==> config.mk <==
export PLATFORM = sky130hd
export DESIGN_NAME = calc_driver
export DESIGN_NICKNAME = d
export VERILOG_FILES = /design/src/rtl/calc_pkg.sv /design/src/rtl/calc_drv_timer.sv /design/src/rtl/calc_driver.sv
export SDC_FILE = /design/constraint.sdc
export NUM_CORES = 1
export LEC_CHECK = 0
export BUFFER_PORTS_ARGS = -buffer_cell sky130_fd_sc_hd__buf_2
export CAP_MARGIN = 15
export CORE_MARGIN = 4
export CORE_UTILIZATION = 25
export DETAILED_ROUTE_END_ITERATION = 16
export HOLD_SLACK_MARGIN = 0.1
export PLACE_DENSITY_LB_ADDON = 0.08
export SLEW_MARGIN = 20
export SYNTH_ARGS = -nofsm -noshare
export SYNTH_HDL_FRONTEND = slang
export SYNTH_HIERARCHICAL = 1
export SYNTH_SLANG_ARGS = --single-unit
==> constraint.sdc <==
create_clock -name clk -period 4.9 [get_ports clk]
set_clock_uncertainty 0.2 [all_clocks]
set_input_delay 0.49 -clock clk [delete_from_list [all_inputs] [get_ports clk]]
set_output_delay 0.49 -clock clk [all_outputs]
set_load 0.02 [all_outputs]
==> src/rtl/calc_pkg.sv <==
// calc_pkg: opcodes, driver FSM states and phase-counter sizing shared by calc_driver
package calc_pkg;
  localparam logic [2:0] OP_AND = 3'b000;
  localparam logic [2:0] OP_OR  = 3'b001;
  localparam logic [2:0] OP_ADD = 3'b010;
  localparam logic [2:0] OP_SUB = 3'b011;
  localparam logic [2:0] OP_LT  = 3'b100;
  localparam logic [2:0] OP_LSL = 3'b101;
  localparam logic [2:0] OP_SRA = 3'b110;
  localparam logic [2:0] OP_XOR = 3'b111;

  typedef enum logic [2:0] {IDLE, SETUP, PULSE, SETTLE, RESP} state_t;

  function automatic int calc_cnt_w(input int a, input int b, input int c);
    int m;
    m = (a > b) ? a : b;
    m = (m > c) ? m : c;
    return $clog2(m) + 1;
  endfunction
endpackage

==> src/rtl/calc_drv_timer.sv <==
// calc_drv_timer: loadable phase down-counter; o_done flags the last cycle of a phase
module calc_drv_timer #(
  parameter int W = 2
) (
  input  logic         clk,
  input  logic         rst_n,
  input  logic         i_load,
  input  logic [W-1:0] i_val,
  output logic         o_done
);
  logic [W-1:0] r_cnt;

  assign o_done = r_cnt == '0;

  always_ff @(posedge clk or negedge rst_n)
    if (!rst_n) r_cnt <= '0;
    else if (i_load) r_cnt <= i_val;
    else if (!o_done) r_cnt <= r_cnt - W'(1);
endmodule

==> src/rtl/calc_driver.sv <==
// calc_driver: command front end pulsing calc buttons and returning led; CALC_DRV_OPCOUNT_EN adds op_count
module calc_driver
  import calc_pkg::*;
#(
  parameter int SETUP_CYC  = 1,
  parameter int PULSE_CYC  = 1,
  parameter int SETTLE_CYC = 1
) (
  input  logic        clk,
  input  logic        rst_n,
  input  logic        cmd_valid,
  output logic        cmd_ready,
  input  logic        cmd_clr,
  input  logic [2:0]  cmd_op,
  input  logic [15:0] cmd_data,
  output logic        rsp_valid,
  input  logic        rsp_ready,
  output logic [15:0] rsp_data,
  output logic        btnl,
  output logic        btnc,
  output logic        btnr,
  output logic        btnd,
  output logic        btnu,
  output logic [15:0] sw,
  input  logic [15:0] led
`ifdef CALC_DRV_OPCOUNT_EN
  ,output logic [15:0] op_count
`endif
);
  localparam int CW = calc_cnt_w(SETUP_CYC, PULSE_CYC, SETTLE_CYC);

  state_t        r_state, w_next;
  logic          w_load, w_done, w_acc, w_tgt;
  logic [CW-1:0] w_val;
  logic          r_clr, r_btnd, r_btnu;
  logic [2:0]    r_op;
  logic [15:0]   r_sw, r_rsp;

  assign w_acc = (r_state == IDLE) && cmd_valid;
  // pulse target is decided at accept time and held for the whole transaction
  assign w_tgt = w_acc ? cmd_clr : r_clr;

  assign cmd_ready = r_state == IDLE;
  assign rsp_valid = r_state == RESP;
  assign rsp_data  = r_rsp;
  assign {btnl, btnc, btnr} = r_op;
  assign btnd = r_btnd;
  assign btnu = r_btnu;
  assign sw   = r_sw;

  calc_drv_timer #(.W(CW)) u_timer (
    .clk(clk), .rst_n(rst_n), .i_load(w_load), .i_val(w_val), .o_done(w_done)
  );

  always_comb begin
    w_next = r_state;
    w_load = 1'b0;
    w_val  = '0;
    case (r_state)
      IDLE: if (cmd_valid) begin
        w_next = cmd_clr ? PULSE : SETUP;
        w_load = 1'b1;
        w_val  = cmd_clr ? CW'(PULSE_CYC - 1) : CW'(SETUP_CYC - 1);
      end
      SETUP: if (w_done) begin
        w_next = PULSE;
        w_load = 1'b1;
        w_val  = CW'(PULSE_CYC - 1);
      end
      PULSE: if (w_done) begin
        w_next = SETTLE;
        w_load = 1'b1;
        w_val  = CW'(SETTLE_CYC - 1);
      end
      SETTLE: w_next = w_done ? RESP : SETTLE;
      RESP: w_next = rsp_ready ? IDLE : RESP;
      default: w_next = IDLE;
    endcase
  end

  always_ff @(posedge clk or negedge rst_n)
    if (!rst_n) begin
      r_state <= IDLE;
      r_clr   <= 1'b0;
      r_btnd  <= 1'b0;
      r_btnu  <= 1'b0;
      r_op    <= '0;
      r_sw    <= '0;
      r_rsp   <= '0;
    end else begin
      r_state <= w_next;
      r_btnd  <= (w_next == PULSE) && !w_tgt;
      r_btnu  <= (w_next == PULSE) && w_tgt;
      if (w_acc) r_clr <= cmd_clr;
      if (w_acc && !cmd_clr) begin
        r_op <= cmd_op;
        r_sw <= cmd_data;
      end
      if (r_state == SETTLE && w_done) r_rsp <= led;
    end

`ifdef CALC_DRV_OPCOUNT_EN
  logic [15:0] r_opcnt;
  assign op_count = r_opcnt;
  always_ff @(posedge clk or negedge rst_n)
    if (!rst_n) r_opcnt <= '0;
    else if (w_acc) r_opcnt <= cmd_clr ? 16'h0000 : r_opcnt + 16'h0001;
`endif
endmodule

==> flow_metrics.env <==
export IMPL_crit_type="flop to flop"
export IMPL_rows=30
export IMPL_initial_utilization=0.2554
export IMPL_final_cell_mix="buf_2, dfrtp_1, mux2_2"
export IMPL_die_x_um=91.08
export IMPL_cts_max_level=2
export IMPL_fin_tns_setup_ps=0
export IMPL_crit_fanout=19
export IMPL_viasPerCell=4.289
export IMPL_rsz0062_at_grt="false"
export IMPL_crit_chain="nor4b_2 -> and2b_1 -> mux2_2"
export IMPL_cts_tree="yes"
export IMPL_ys_seq_area_frac=0.6091
export IMPL_wirelength_mm=3.650
export IMPL_crit_path_max_incr_delay_ps=800
export IMPL_setup_viol=0
export IMPL_worst_pin_slew_ps=962.1
export IMPL_hold_viol=0
export IMPL_grt_pass1_wl_mm=5.809
export IMPL_arrival_ps=2400
export IMPL_die_h_um=91.08
export IMPL_period_minus_slack_ps=2423
export IMPL_grt_max_degree=43
export IMPL_max_freq_mhz=412.8
export IMPL_clk_pin_slew_worst_paths_ps=80
export IMPL_port_buffers=78
export IMPL_grt_pass1_vias=1189
export IMPL_avgSynthCellArea_um2=15.41
export IMPL_path_buf_inv=0
export IMPL_startpoint_type="flop"
export IMPL_routedWlPerCell_um=13.37
export IMPL_syn_cell_area_um2=1725
export IMPL_cts_sinks=42
export IMPL_rr_worst_depth=3
export IMPL_synth_nets=152
export IMPL_hpwl_mm=2.639
export IMPL_die_area_um2=8295
export IMPL_drive_gt1_frac=0.6321
export IMPL_fin_ws_ps=2477
export IMPL_synthDistinctLibCells=26
export IMPL_numCtsBuffers=5
export IMPL_worstHoldEndpoint="r_state[2]"
export IMPL_num_io_pins=79
export IMPL_worstSkewPairLatency_ps=290
export IMPL_vias=1171
export IMPL_ys_warn_count=6
export IMPL_cp_slowest_cell="and2b_1"
export IMPL_whs_path_depth=2
export IMPL_crit_family="simple AND/OR/NAND/NOR gates"
export IMPL_maxSlewViolCount=0
export IMPL_cp_required_ps=4880
export IMPL_final_common_cell="buf_2"
export IMPL_diodes=0
export IMPL_fin_crit_sh=0.4944
export IMPL_antenna_found_initial=0
export IMPL_routabilityCongestion=0.6582
export IMPL_cts_root_buf="clkbuf_8"
export IMPL_slew_headroom=0.3586
export IMPL_hold_buffers=0
export IMPL_status="completed"
export IMPL_cp_end_kind="flop"
export IMPL_cap_violations=0
export IMPL_hold_class="input port to flop"
export IMPL_postSynthCellCount=112
export IMPL_area_growth_pct=31.47
export IMPL_powerDensity_nw_per_um2=705.1
export IMPL_clk_path_buf_depth=2
export IMPL_hold_path_startpoint="rsp_ready"
export IMPL_fp_coreArea_um2=6756
export IMPL_peakVddDrop_uv=188.6
export IMPL_gr_total_overflow=0
export IMPL_drc=0
export IMPL_dr_pass1_iters=4
export IMPL_ys_seq_elements=42
export IMPL_num_nets_final=232
export IMPL_post_cts_resized=0
export IMPL_worst_r2r_endpoint="sw[8]"
export IMPL_place_ws_ps=2411
export IMPL_r2r_start="r_state[1]"
export IMPL_post_cts_setup_buffer_count=0
export IMPL_first_iter_violations=12
export IMPL_ant_nets=0
export IMPL_r2r_slack_ps=2480
export IMPL_p_leak_nw=1.117
export IMPL_grt_use_total=0.08957
## registers in the layout (all words and copies together) (netlist names)
| name | count |
|---|---|
| btnu | 1 |
| r_op | 3 |
| u_timer/r_cnt | 1 |
| btnd | 1 |
| sw | 16 |
| r_state | 3 |
| r_clr | 1 |
| rsp_data | 16 |
## power breakdown
group / leakage [nW] / switching, mW / internal [mW] / total, mW
clock: 0.0482 / 0.112 / 0.114 / 0.226
sequential: 0.502 / 0.108 / 0.522 / 0.630
combinational: 0.567 / 0.397 / 0.346 / 0.743
## worst reg2reg max path, delay by kind of cell, from the launching register on
family / cells / cell delay (ps)
and+or+nand+nor: 2 / 1170
DFF: 1 / 520
muxes: 1 / 430
## layer usage
| metal | track usage | vias to the layer above | routed length, um | share of wire |
|---|---|---|---|---|
| met5 | 0 | - | 0 | 0 |
| met4 | 0.04146 | 0 | 63 | 0.017 |
| met3 | 0.03977 | 5 | 289 | 0.079 |
| met2 | 0.1373 | 47 | 1778 | 0.49 |
| met1 | 0.1076 | 569 | 1519 | 0.42 |
| li1 | - | 550 | - | - |
## synth_stat cells, drive strengths merged
library cell | count | area share
o21ai | 1 | 0.0029
mux2i | 1 | 0.0058
nor3 | 1 | 0.0029
a211oi | 4 | 0.017
o21a | 1 | 0.0044
nand2 | 1 | 0.0022
nor2b | 3 | 0.011
nand4b | 1 | 0.0087
mux2 | 35 | 0.25
and2b | 1 | 0.0044
nand2b | 1 | 0.0036
a31oi | 1 | 0.0036
dfrtp | 42 | 0.61
clkbuf | 1 | 0.0029
conb | 1 | 0.0022
a221oi | 1 | 0.0051
nor2 | 3 | 0.0065
inv | 3 | 0.0065
and2 | 2 | 0.0073
a21oi | 1 | 0.0029
buf | 5 | 0.027
a2111oi | 1 | 0.0051
nor4b | 1 | 0.0087
## cell families after synthesis
group	synth area share
other	0.002173
muxes	0.2560
AOI/OAI and AO/OA	0.04134
and+or+nand+nor	0.05511
buffers and inverters	0.03625
DFF	0.6091
## cell type report
cell class                 count  area (um^2)
sequential                    42         1051
multi-input combinational     61        611.8
timing repair buffer          79        402.9
clock inverter                 1        5.005
tap                           80        100.1
clock buffer                   7        86.33
fill                         685         4488
inverter                       3        11.26
## metrics by stage
stage	utilization	hold slack (ps)	cell area (um^2)	std cells	power, mW
2_1_floorplan	-	-5.591	1725	112	1.160
3_3_place_gp	0.3204	283.7	2165	264	1.381
3_5_place_dp	0.3204	287.6	2165	264	1.393
4_1_cts	0.3339	169.5	2256	272	1.630
5_1_grt	0.3357	164.5	2268	273	1.711
6_report	0.3357	182.1	2268	273	1.600
## how the worst max path moves through the flow
| stage | from | slack [ps] | cells after the start | end |
|---|---|---|---|---|
| after CTS | r_state[1] | 2430 | 3 | sw[5] |
| after global routing | r_state[1] | 2340 | 3 | sw[2] |
| after global placement | cmd_valid | 2470 | 4 | sw[8] |
| after detailed placement | cmd_valid | 2410 | 4 | sw[1] |
| after floorplan | r_state[2] | 3080 | 5 | r_op[0] |
| final | r_state[1] | 2480 | 3 | sw[8] |
Note: power is estimated with default switching activity, not from simulation.
